==> config.mk <==
export PLATFORM = sky130hd
export DESIGN_NAME = spi_pwm_config_ctrl_flat
export DESIGN_NICKNAME = d
export VERILOG_FILES = /design/src/rtl/spi_pwm_config_ctrl_if.sv /design/src/rtl/spi_pwm_config_ctrl.sv /design/src/flat_wrapper.sv
export SDC_FILE = /design/constraint.sdc
export NUM_CORES = 1
export LEC_CHECK = 0
export CAP_MARGIN = 20
export CORE_MARGIN = 1.5
export CORE_UTILIZATION = 47
export DETAILED_ROUTE_END_ITERATION = 10
export PLACE_DENSITY = 0.86
export SKIP_LAST_GASP = 1
export SYNTH_ARGS = -nofsm -noshare
export SYNTH_HDL_FRONTEND = slang
export SYNTH_SLANG_ARGS = --single-unit
==> constraint.sdc <==
create_clock -name clk -period 1.8 [get_ports clk]
set_input_delay 0.18 -clock clk [delete_from_list [all_inputs] [get_ports clk]]
set_output_delay 0.18 -clock clk [all_outputs]
set_load 0.1 [all_outputs]
==> src/rtl/spi_pwm_config_ctrl_if.sv <==
// SPI pad bundle between an off-chip controller and spi_pwm_config_ctrl.
// The cipo line exists only when SPI_READBACK_EN is defined.
interface spi_pwm_config_ctrl_if;
  logic sclk;
  logic copi;
  logic ncs;
`ifdef SPI_READBACK_EN
  logic cipo;

  modport master (output sclk, output copi, output ncs, input cipo);
  modport slave  (input sclk, input copi, input ncs, output cipo);
`else
  modport master (output sclk, output copi, output ncs);
  modport slave  (input sclk, input copi, input ncs);
`endif
endinterface

==> src/rtl/spi_pwm_config_ctrl.sv <==
// SPI slave holding the five 8-bit PWM configuration registers (16-bit write frames, mode 0).
// Optional register readback on cipo is built when SPI_READBACK_EN is defined.
module spi_pwm_config_ctrl #(
  parameter int unsigned SYNC_STAGES = 2,
  parameter int unsigned MAX_ADDR    = 4
) (
  input  logic                       clk,
  input  logic                       rst,
  spi_pwm_config_ctrl_if.slave       spi,
  output logic [7:0]                 en_reg_out_7_0,
  output logic [7:0]                 en_reg_out_15_8,
  output logic [7:0]                 en_reg_pwm_7_0,
  output logic [7:0]                 en_reg_pwm_15_8,
  output logic [7:0]                 pwm_duty_cycle
);

  localparam int unsigned FRAME_BITS = 16;
  localparam int unsigned CNT_W      = 5;
  localparam int unsigned ADDR_W     = 7;
  localparam int unsigned DATA_W     = 8;
  localparam int unsigned NUM_REGS   = 5;

  localparam logic [CNT_W-1:0]  CNT_FRAME = CNT_W'(FRAME_BITS);
  localparam logic [CNT_W-1:0]  CNT_SAT   = CNT_W'(FRAME_BITS + 1);
  // Registers beyond the five physical ones are never mapped, whatever MAX_ADDR says.
  localparam logic [ADDR_W-1:0] LAST_ADDR = (MAX_ADDR < NUM_REGS) ? ADDR_W'(MAX_ADDR)
                                                                  : ADDR_W'(NUM_REGS - 1);

  typedef enum logic [1:0] {
    IDLE   = 2'd0,
    SHIFT  = 2'd1,
    COMMIT = 2'd2
  } state_e;

  logic [SYNC_STAGES-1:0] sclk_sync_q;
  logic [SYNC_STAGES-1:0] copi_sync_q;
  logic [SYNC_STAGES-1:0] ncs_sync_q;
  logic                   sclk_hist_q;
  logic                   ncs_hist_q;

  logic sclk_s, copi_s, ncs_s;
  logic sclk_rise, sclk_fall, ncs_rise, ncs_fall;

  state_e                  state_q;
  logic [FRAME_BITS-1:0]   shift_q;
  logic [FRAME_BITS-1:0]   shift_d;
  logic [CNT_W-1:0]        cnt_q;
  logic [DATA_W-1:0]       regs_q [NUM_REGS];
  logic                    commit_ok;

  // Pad synchronizers plus one history flop for edge detection. The ncs chain
  // resets low so a chip select already asserted at reset is not seen as a new frame.
  always_ff @(posedge clk) begin
    if (rst) begin
      sclk_sync_q <= '0;
      copi_sync_q <= '0;
      ncs_sync_q  <= '0;
      sclk_hist_q <= 1'b0;
      ncs_hist_q  <= 1'b0;
    end else begin
      sclk_sync_q <= {sclk_sync_q[SYNC_STAGES-2:0], spi.sclk};
      copi_sync_q <= {copi_sync_q[SYNC_STAGES-2:0], spi.copi};
      ncs_sync_q  <= {ncs_sync_q[SYNC_STAGES-2:0],  spi.ncs};
      sclk_hist_q <= sclk_sync_q[SYNC_STAGES-1];
      ncs_hist_q  <= ncs_sync_q[SYNC_STAGES-1];
    end
  end

  always_comb begin
    sclk_s    = sclk_sync_q[SYNC_STAGES-1];
    copi_s    = copi_sync_q[SYNC_STAGES-1];
    ncs_s     = ncs_sync_q[SYNC_STAGES-1];
    sclk_rise = sclk_s & ~sclk_hist_q;
    sclk_fall = ~sclk_s & sclk_hist_q;
    ncs_rise  = ncs_s & ~ncs_hist_q;
    ncs_fall  = ~ncs_s & ncs_hist_q;
    shift_d   = {shift_q[FRAME_BITS-2:0], copi_s};
    commit_ok = (cnt_q == CNT_FRAME) && shift_q[15] && (shift_q[14:8] <= LAST_ADDR);
  end

  // Frame FSM; the target register is written on the edge that leaves COMMIT.
  always_ff @(posedge clk) begin
    if (rst) begin
      state_q <= IDLE;
      shift_q <= '0;
      cnt_q   <= '0;
      for (int unsigned i = 0; i < NUM_REGS; i++) begin
        regs_q[i] <= '0;
      end
    end else begin
      case (state_q)
        IDLE: begin
          if (ncs_fall) begin
            state_q <= SHIFT;
            shift_q <= '0;
            cnt_q   <= '0;
          end
        end
        SHIFT: begin
          if (ncs_rise) begin
            state_q <= COMMIT;
          end else if (sclk_rise && !ncs_s) begin
            shift_q <= shift_d;
            if (cnt_q != CNT_SAT) begin
              cnt_q <= cnt_q + CNT_W'(1);
            end
          end
        end
        COMMIT: begin
          if (commit_ok) begin
            regs_q[shift_q[10:8]] <= shift_q[7:0];
          end
          if (ncs_fall) begin
            state_q <= SHIFT;
            shift_q <= '0;
            cnt_q   <= '0;
          end else begin
            state_q <= IDLE;
          end
        end
        default: state_q <= IDLE;
      endcase
    end
  end

`ifdef SPI_READBACK_EN
  localparam logic [CNT_W-1:0] CNT_HDR = CNT_W'(8);

  logic [DATA_W-1:0] out_q;
  logic              rd_active_q;
  logic              cipo_q;
  logic [DATA_W-1:0] rd_val;

  // After 8 bits the low byte of the shifter is {R/W, address}.
  always_comb begin
    rd_val = '0;
    if (shift_q[6:0] <= LAST_ADDR) begin
      rd_val = regs_q[shift_q[2:0]];
    end
  end

  // Load on the falling edge after the header so the MSB is valid for the 9th rising edge.
  always_ff @(posedge clk) begin
    if (rst || (state_q != SHIFT) || ncs_s) begin
      out_q       <= '0;
      rd_active_q <= 1'b0;
      cipo_q      <= 1'b0;
    end else if (sclk_fall) begin
      if (!rd_active_q && (cnt_q == CNT_HDR) && !shift_q[7]) begin
        out_q       <= rd_val;
        rd_active_q <= 1'b1;
        cipo_q      <= rd_val[7];
      end else if (rd_active_q) begin
        out_q  <= {out_q[DATA_W-2:0], 1'b0};
        cipo_q <= out_q[DATA_W-2];
      end
    end
  end

  assign spi.cipo = cipo_q;
`endif

  assign en_reg_out_7_0  = regs_q[0];
  assign en_reg_out_15_8 = regs_q[1];
  assign en_reg_pwm_7_0  = regs_q[2];
  assign en_reg_pwm_15_8 = regs_q[3];
  assign pwm_duty_cycle  = regs_q[4];

endmodule

==> src/flat_wrapper.sv <==
// flat-port wrapper written by rule: the top's interface ports become plain ports
module spi_pwm_config_ctrl_flat 
#(
  parameter int unsigned SYNC_STAGES = 2,
  parameter int unsigned MAX_ADDR    = 4
)
  (clk, rst, en_reg_out_7_0, en_reg_out_15_8, en_reg_pwm_7_0, en_reg_pwm_15_8, pwm_duty_cycle, spi_sclk, spi_copi, spi_ncs);
  spi_pwm_config_ctrl_if spi_i ();
  input  logic clk;
  input  logic rst;
  output logic [7:0] en_reg_out_7_0;
  output logic [7:0] en_reg_out_15_8;
  output logic [7:0] en_reg_pwm_7_0;
  output logic [7:0] en_reg_pwm_15_8;
  output logic [7:0] pwm_duty_cycle;
  input wire logic [$bits(spi_i.sclk)-1:0] spi_sclk;
  input wire logic [$bits(spi_i.copi)-1:0] spi_copi;
  input wire logic [$bits(spi_i.ncs)-1:0] spi_ncs;
  assign spi_i.sclk = spi_sclk;
  assign spi_i.copi = spi_copi;
  assign spi_i.ncs = spi_ncs;
  spi_pwm_config_ctrl #(.SYNC_STAGES(SYNC_STAGES), .MAX_ADDR(MAX_ADDR)) u_core (.clk(clk), .rst(rst), .spi(spi_i), .en_reg_out_7_0(en_reg_out_7_0), .en_reg_out_15_8(en_reg_out_15_8), .en_reg_pwm_7_0(en_reg_pwm_7_0), .en_reg_pwm_15_8(en_reg_pwm_15_8), .pwm_duty_cycle(pwm_duty_cycle));
endmodule
==> results.json, run 1 <==
{
  "status": "complete, no violations",
  "drt-initial-drc-count": 87,
  "cts_max_path_buffers": 2,
  "vdd_drop_max_mv": 0.455,
  "netlist_instances": 214,
  "critPathSlowestCell": "dfxtp_2",
  "fin_crit_ns": 1.73,
  "setup_tns_ns": 0,
  "cap_violations": 0,
  "die_w_um": 80.0,
  "netlist_area_um2": 2790,
  "worstSetupStartpointType": "register",
  "core_um2": 5610,
  "final_layout_size_suffix_gt1_frac": 0.302,
  "cts_tree": "done",
  "syn_avg_cell_area_um2": 13.0,
  "critPathMaxStageDelay_ns": 0.34,
  "crit_chain": "nor4b_4 > nand4_4 > nor4b_4 > or2_4",
  "synth_commonest_cells": "40 x and2_1, 40 x edfxtp_1, 31 x dfxtp_1",
  "async_flop_share": 0,
  "postRouteAntennaNets": 0,
  "cts_setup_buffers": 0,
  "synth_top_cell_by_area": "edfxtp_1",
  "place_inst": 337,
  "synth-seq-cells": 71,
  "vias": 1808,
  "drcViolationCount": 0,
  "via_per_inst": 5.12,
  "place_congestion": 0.799,
  "max_slew.worst_pin.slew_ns": 0.427,
  "route.met2.wl_mm": 2.36,
  "period_share": 0.963,
  "die_h_um": 80.0,
  "antenna_cells": 0,
  "grt_pass1_vias": 1652,
  "grt_max_degree": 39,
  "synth_top_area_share": 0.431,
  "numCtsBuffers": 9,
  "antenna_found_initial": 0,
  "drv_slew": 0,
  "setup_viol": 0,
  "powerDensity_nw_per_um2": 982,
  "path_class": "reg2reg",
  "holdWs_ns": 0.396,
  "path_clk_slew_ns": 0.07,
  "start_util": 0.497,
  "gr-total-overflow": 0,
  "hpwl_mm": 3.22,
  "clock_latency_ns": 0.34,
  "root_buffer": "clkbuf_8",
  "routedLengthMet1_mm": 2.08,
  "p_leak_uw": 0.00138,
  "max_freq_mhz": 577,
  "worstPathRequired_ns": 1.85,
  "hp-class": "in2reg",
  "die_area_um2": 6400,
  "ys_warn_count": 0,
  "synth_nets": 222,
  "synth_edf_count": 40,
  "final_nets": 284,
  "synth_cell_types": 35,
  "final_util": 0.632,
  "dr_wl_met3_um": 240,
  "htreeDepth": 3,
  "synth_flop_cell": "edfxtp_1",
  "ctsHoldBuffers": 0,
  "syn_to_final_growth_pct": 27.1,
  "endpoint_kind": "register",
  "rsz0062_at_grt": "yes",
  "fp-row-count": 27,
  "clock-sinks": 71,
  "wl_per_cell_um": 13.5,
  "topRoutingLayerUsed": "met4",
  "synth_area_leaders": "edfxtp_1 43%, dfxtp_1 22%, and2_1 9.0%",
  "fin_skew_ns": 0.00760,
  "hold_viol": 0,
  "wl_mm": 4.78,
  "track_usage": 0.166,
  "instances_no_fill": 353,
  "arrival_ns": 1.78,
  "slew_headroom": 0.715,
  "io-pin-count": 45,
  "yosysSeqAreaShare": 0.654,
  "drt_pre_antenna_iters": 4,
  "path_max_fanout": 8,
  "grt_first_pass_wirelength_mm": 7.65,
  "crit_top_cell": "nor4b_4",
  "port_buffers": 44
}
[where the power goes]
group	internal (µW)	switching (µW)	total, µW	leakage [µW]
combinational	65.1	283	348	0.000607
sequential	1740	13.7	1760	0.000665
clock	789	582	1370	0.000104
total	2600	879	3480	0.00138
[per-layer routing]
| metal | vias to the layer above | track usage |
|---|---|---|
| li1 | 885 | - |
| met1 | 856 | 0.187 |
| met2 | 56 | 0.267 |
| met3 | 11 | 0.0514 |
| met4 | 0 | 0.116 |
| met5 | - | 0 |
[what timing repair did]
| item | 4_1_cts | 5_1_grt |
|---|---|---|
| gates cloned | 0 | 0 |
| pin swaps | 1 | 7 |
| setup endpoints to repair | 8 | 38 |
| endpoints found under the hold margin | 0 | 0 |
| gates resized for setup | 1 | 3 |
[registers in the layout (all words and copies together) (netlist names)]
| signal | count |
|---|---|
| u_core.copi_sync_q | 2 |
| u_core.sclk_hist_q | 1 |
| u_core.cnt_q | 5 |
| u_core.shift_q | 16 |
| u_core.ncs_hist_q | 1 |
| u_core.state_q | 2 |
| u_core.sclk_sync_q | 2 |
| u_core.ncs_sync_q | 2 |
| u_core.regs_q | 40 |
[worst max-delay path: cells and delay by family, from the launching register on]
family        cells  cell delay [ns]
flops             1             0.34
simple gates      4             1.09
[area by class of cell]
class	count	area [µm²]
clock buffers	10	128
clock inverters	6	92.6
well taps	72	90.1
inverters	3	11.3
flip-flops and latches	71	1820
repair buffers	59	453
multi-input cells	132	945
fillers	437	2070
[per-stage QoR]
stage	area, µm²	worst slack, ns	total power [µW]
after CTS	3530	0.0450	3520
final	3540	0.0671	3480
after floorplan	2800	0.00322	2080
after global routing	3540	-0.0678	3590
after global placement	3310	-0.0898	2140
after detailed placement	3310	-0.102	2140
[cell families after synthesis]
group | Yosys count | synth area share
and+or+nand+nor | 100 | 0.245
DFF | 71 | 0.654
AOI/OAI and AO/OA | 29 | 0.0723
buffers and inverters | 11 | 0.0157
adders and majority gates | 3 | 0.0135
[worst paths after layout]
check	startpoint	endpoint	slack, ns	depth (start not counted)
min	spi_sclk	u_core.sclk_sync_q[0]	0.40	2
max	u_core.state_q[0]	u_core.regs_q[1][2]	0.07	4
min reg2reg	u_core.copi_sync_q[0]	u_core.copi_sync_q[1]	0.44	1
max reg2reg	u_core.state_q[0]	u_core.regs_q[1][2]	0.07	4
[placed cells by master, fill, tap and decap left out, drive strengths merged, types with 3 or more instances in the layout]
cell,netlist,layout
nor4b,5,5
nor2b,11,11
buf,3,55
nand2,5,5
or2,5,5
inv,3,5
o21ai,4,4
a22oi,16,16
a21oi,4,4
nor2,20,20
clkdlybuf4s50,0,4
clkbuf,5,10
and2,40,40
dfxtp,31,31
edfxtp,40,40
ha,3,3
Power figures use the tool's default switching activity.
==> inputs of run 2 (changes only) <==
==> constraint.sdc (replaced) <==
create_clock -name clk -period 1.8 [get_ports clk]
set_input_delay 0.36 -clock clk [delete_from_list [all_inputs] [get_ports clk]]
set_output_delay 0.36 -clock clk [all_outputs]
set_load 0.1 [all_outputs]
==> results.json, run 2 (same netlist as run 1, synthesis figures left out) <==
{
  "cts_setup_buffers": 0,
  "slew_headroom": 0.708,
  "grt_pass1_vias": 1869,
  "p_leak_uw": 0.00154,
  "cts_tree": "done",
  "clock_latency_ns": 0.35,
  "path_max_fanout": 8,
  "die_area_um2": 6400,
  "cap_violations": 0,
  "drt-initial-drc-count": 126,
  "hold_viol": 0,
  "seq_area_um2": 1820,
  "fp-row-count": 27,
  "max_freq_mhz": 572,
  "final_layout_size_suffix_gt1_frac": 0.311,
  "status": "complete, no violations",
  "period_share": 0.970,
  "root_buffer": "clkbuf_8",
  "powerDensity_nw_per_um2": 914,
  "syn_to_final_growth_pct": 45.5,
  "worstPathRequired_ns": 1.85,
  "port_buffers": 44,
  "drv_slew": 0,
  "place_inst": 336,
  "grt_first_pass_wirelength_mm": 9.66,
  "fin_skew_ns": 0.0141,
  "max_slew.worst_pin.slew_ns": 0.438,
  "critical_path.endpoint": "u_core.regs_q[3][2]",
  "fillers": 353,
  "htreeDepth": 3,
  "largestRegisters": "u_core.regs_q x40, u_core.shift_q x16, u_core.cnt_q x5",
  "antenna_cells": 0,
  "via_per_inst": 5.39,
  "path_clk_slew_ns": 0.07,
  "endpoint_kind": "register",
  "worstSetupStartpointType": "register",
  "critPathLaunch": "u_core.cnt_q[0]",
  "start_util": 0.497,
  "track_usage": 0.210,
  "die_h_um": 80.0,
  "instances_no_fill": 352,
  "wl_mm": 6.05,
  "postRouteAntennaNets": 0,
  "vias": 1899,
  "r2r_cells": 6,
  "setup_viol": 0,
  "arrival_ns": 1.80,
  "gr-total-overflow": 0,
  "layout_common_cells": "40 x buf_12, 40 x edfxtp_1, 39 x and2_1",
  "r2r-start": "u_core.cnt_q[0]",
  "drt_pre_antenna_iters": 4,
  "core_um2": 5610,
  "final_util": 0.723,
  "fin_crit_ns": 1.75,
  "place_congestion": 0.802,
  "clock-sinks": 71,
  "final_nets": 283,
  "vdd_drop_max_mv": 0.561,
  "regMostFlops": "u_core.regs_q",
  "io-pin-count": 45,
  "die_w_um": 80.0,
  "multi_input_area_um2": 950,
  "rr_endpoint": "u_core.regs_q[3][2]",
  "rrSetupSlack_ns": 0.05,
  "hp-class": "reg2reg",
  "numCtsBuffers": 9,
  "antenna_found_initial": 0,
  "largest_reg_flops": 40,
  "cts_max_path_buffers": 2,
  "wl_per_cell_um": 17.2,
  "rsz0062_at_grt": "yes",
  "path_class": "reg2reg",
  "grt_max_degree": 39,
  "hpwl_mm": 4.24,
  "drcViolationCount": 0
}
## run 2: cell count changes in the layout (fill, tap and decap cells not counted)
cell,delta
ha_1,-1
buf_12,+40
clkbuf_1,-1
and2_1,-1
clkinvlp_4,-1
buf_4,-41
ha_2,+1
inv_2,+1
inv_1,-1
clkinv_2,+2
and2_4,+1
clkinv_1,+1
bufinv_16,+1
inv_6,-2
## run 2: metrics by stage
stage                     power [µW]  hold slack, ns  setup TNS [ns]  setup slack [ns]  cell area [µm²]
after CTS                       3730           0.440               0            0.0238             4040
after global placement          2240           0.419          -13.65            -0.262             3800
after detailed placement        2250           0.422          -21.41            -0.333             3800
final                           3710           0.435               0            0.0532             4060
after global routing            3810           0.464          -0.836           -0.0491             4060
after floorplan                 2080           0.414               0           0.00322             2800
## run 2: layout make-up
cell class / count / share of cell area
Timing Repair Buffer: 58 / 0.233
Sequential cell: 71 / 0.450
Inverter: 3 / 0.00278
Clock inverter: 7 / 0.0275
Clock buffer: 9 / 0.0305
Multi-Input combinational cell: 132 / 0.234
Tap cell: 72 / 0.0222
## run 2: worst min path at each step
stage | start | endpoint | depth (start not counted)
floorplan | u_core.copi_sync_q[0] | u_core.copi_sync_q[1] | 1
global placement | u_core.sclk_sync_q[0] | u_core.sclk_sync_q[1] | 1
finish | u_core.copi_sync_q[0] | u_core.copi_sync_q[1] | 1
detailed placement | u_core.copi_sync_q[0] | u_core.copi_sync_q[1] | 1
CTS | u_core.copi_sync_q[0] | u_core.copi_sync_q[1] | 1
global route | u_core.sclk_sync_q[0] | u_core.sclk_sync_q[1] | 1
## run 2: worst max-delay path: stages (launching register included)
cell and delay [ns]:
dfxtp_1 0.31, inv_1 0.06, ha_2 0.16, nor2b_4 0.16
nand4_4 0.21, and4bb_2 0.36, or2_4 0.18
## run 2: where the power goes
| group | total [µW] | switching [µW] | internal (µW) |
|---|---|---|---|
| Clock | 1500 | 587 | 910 |
| Combinational | 431 | 289 | 143 |
| Sequential | 1780 | 31.9 | 1750 |
| Total | 3710 | 907 | 2800 |
## run 2: repair_timing
action,in CTS,in global routing
hold buffers,0,0
pin swaps,1,2
gates resized for setup,2,5
endpoints found under the setup margin,43,52
## run 2: layer usage
layer | up-vias | part of all wire | global-route usage
li1 | 887 | - | -
met1 | 899 | 0.39 | 0.251
met2 | 94 | 0.50 | 0.330
met3 | 19 | 0.079 | 0.0743
met4 | 0 | 0.035 | 0.116
met5 | - | 0 | 0
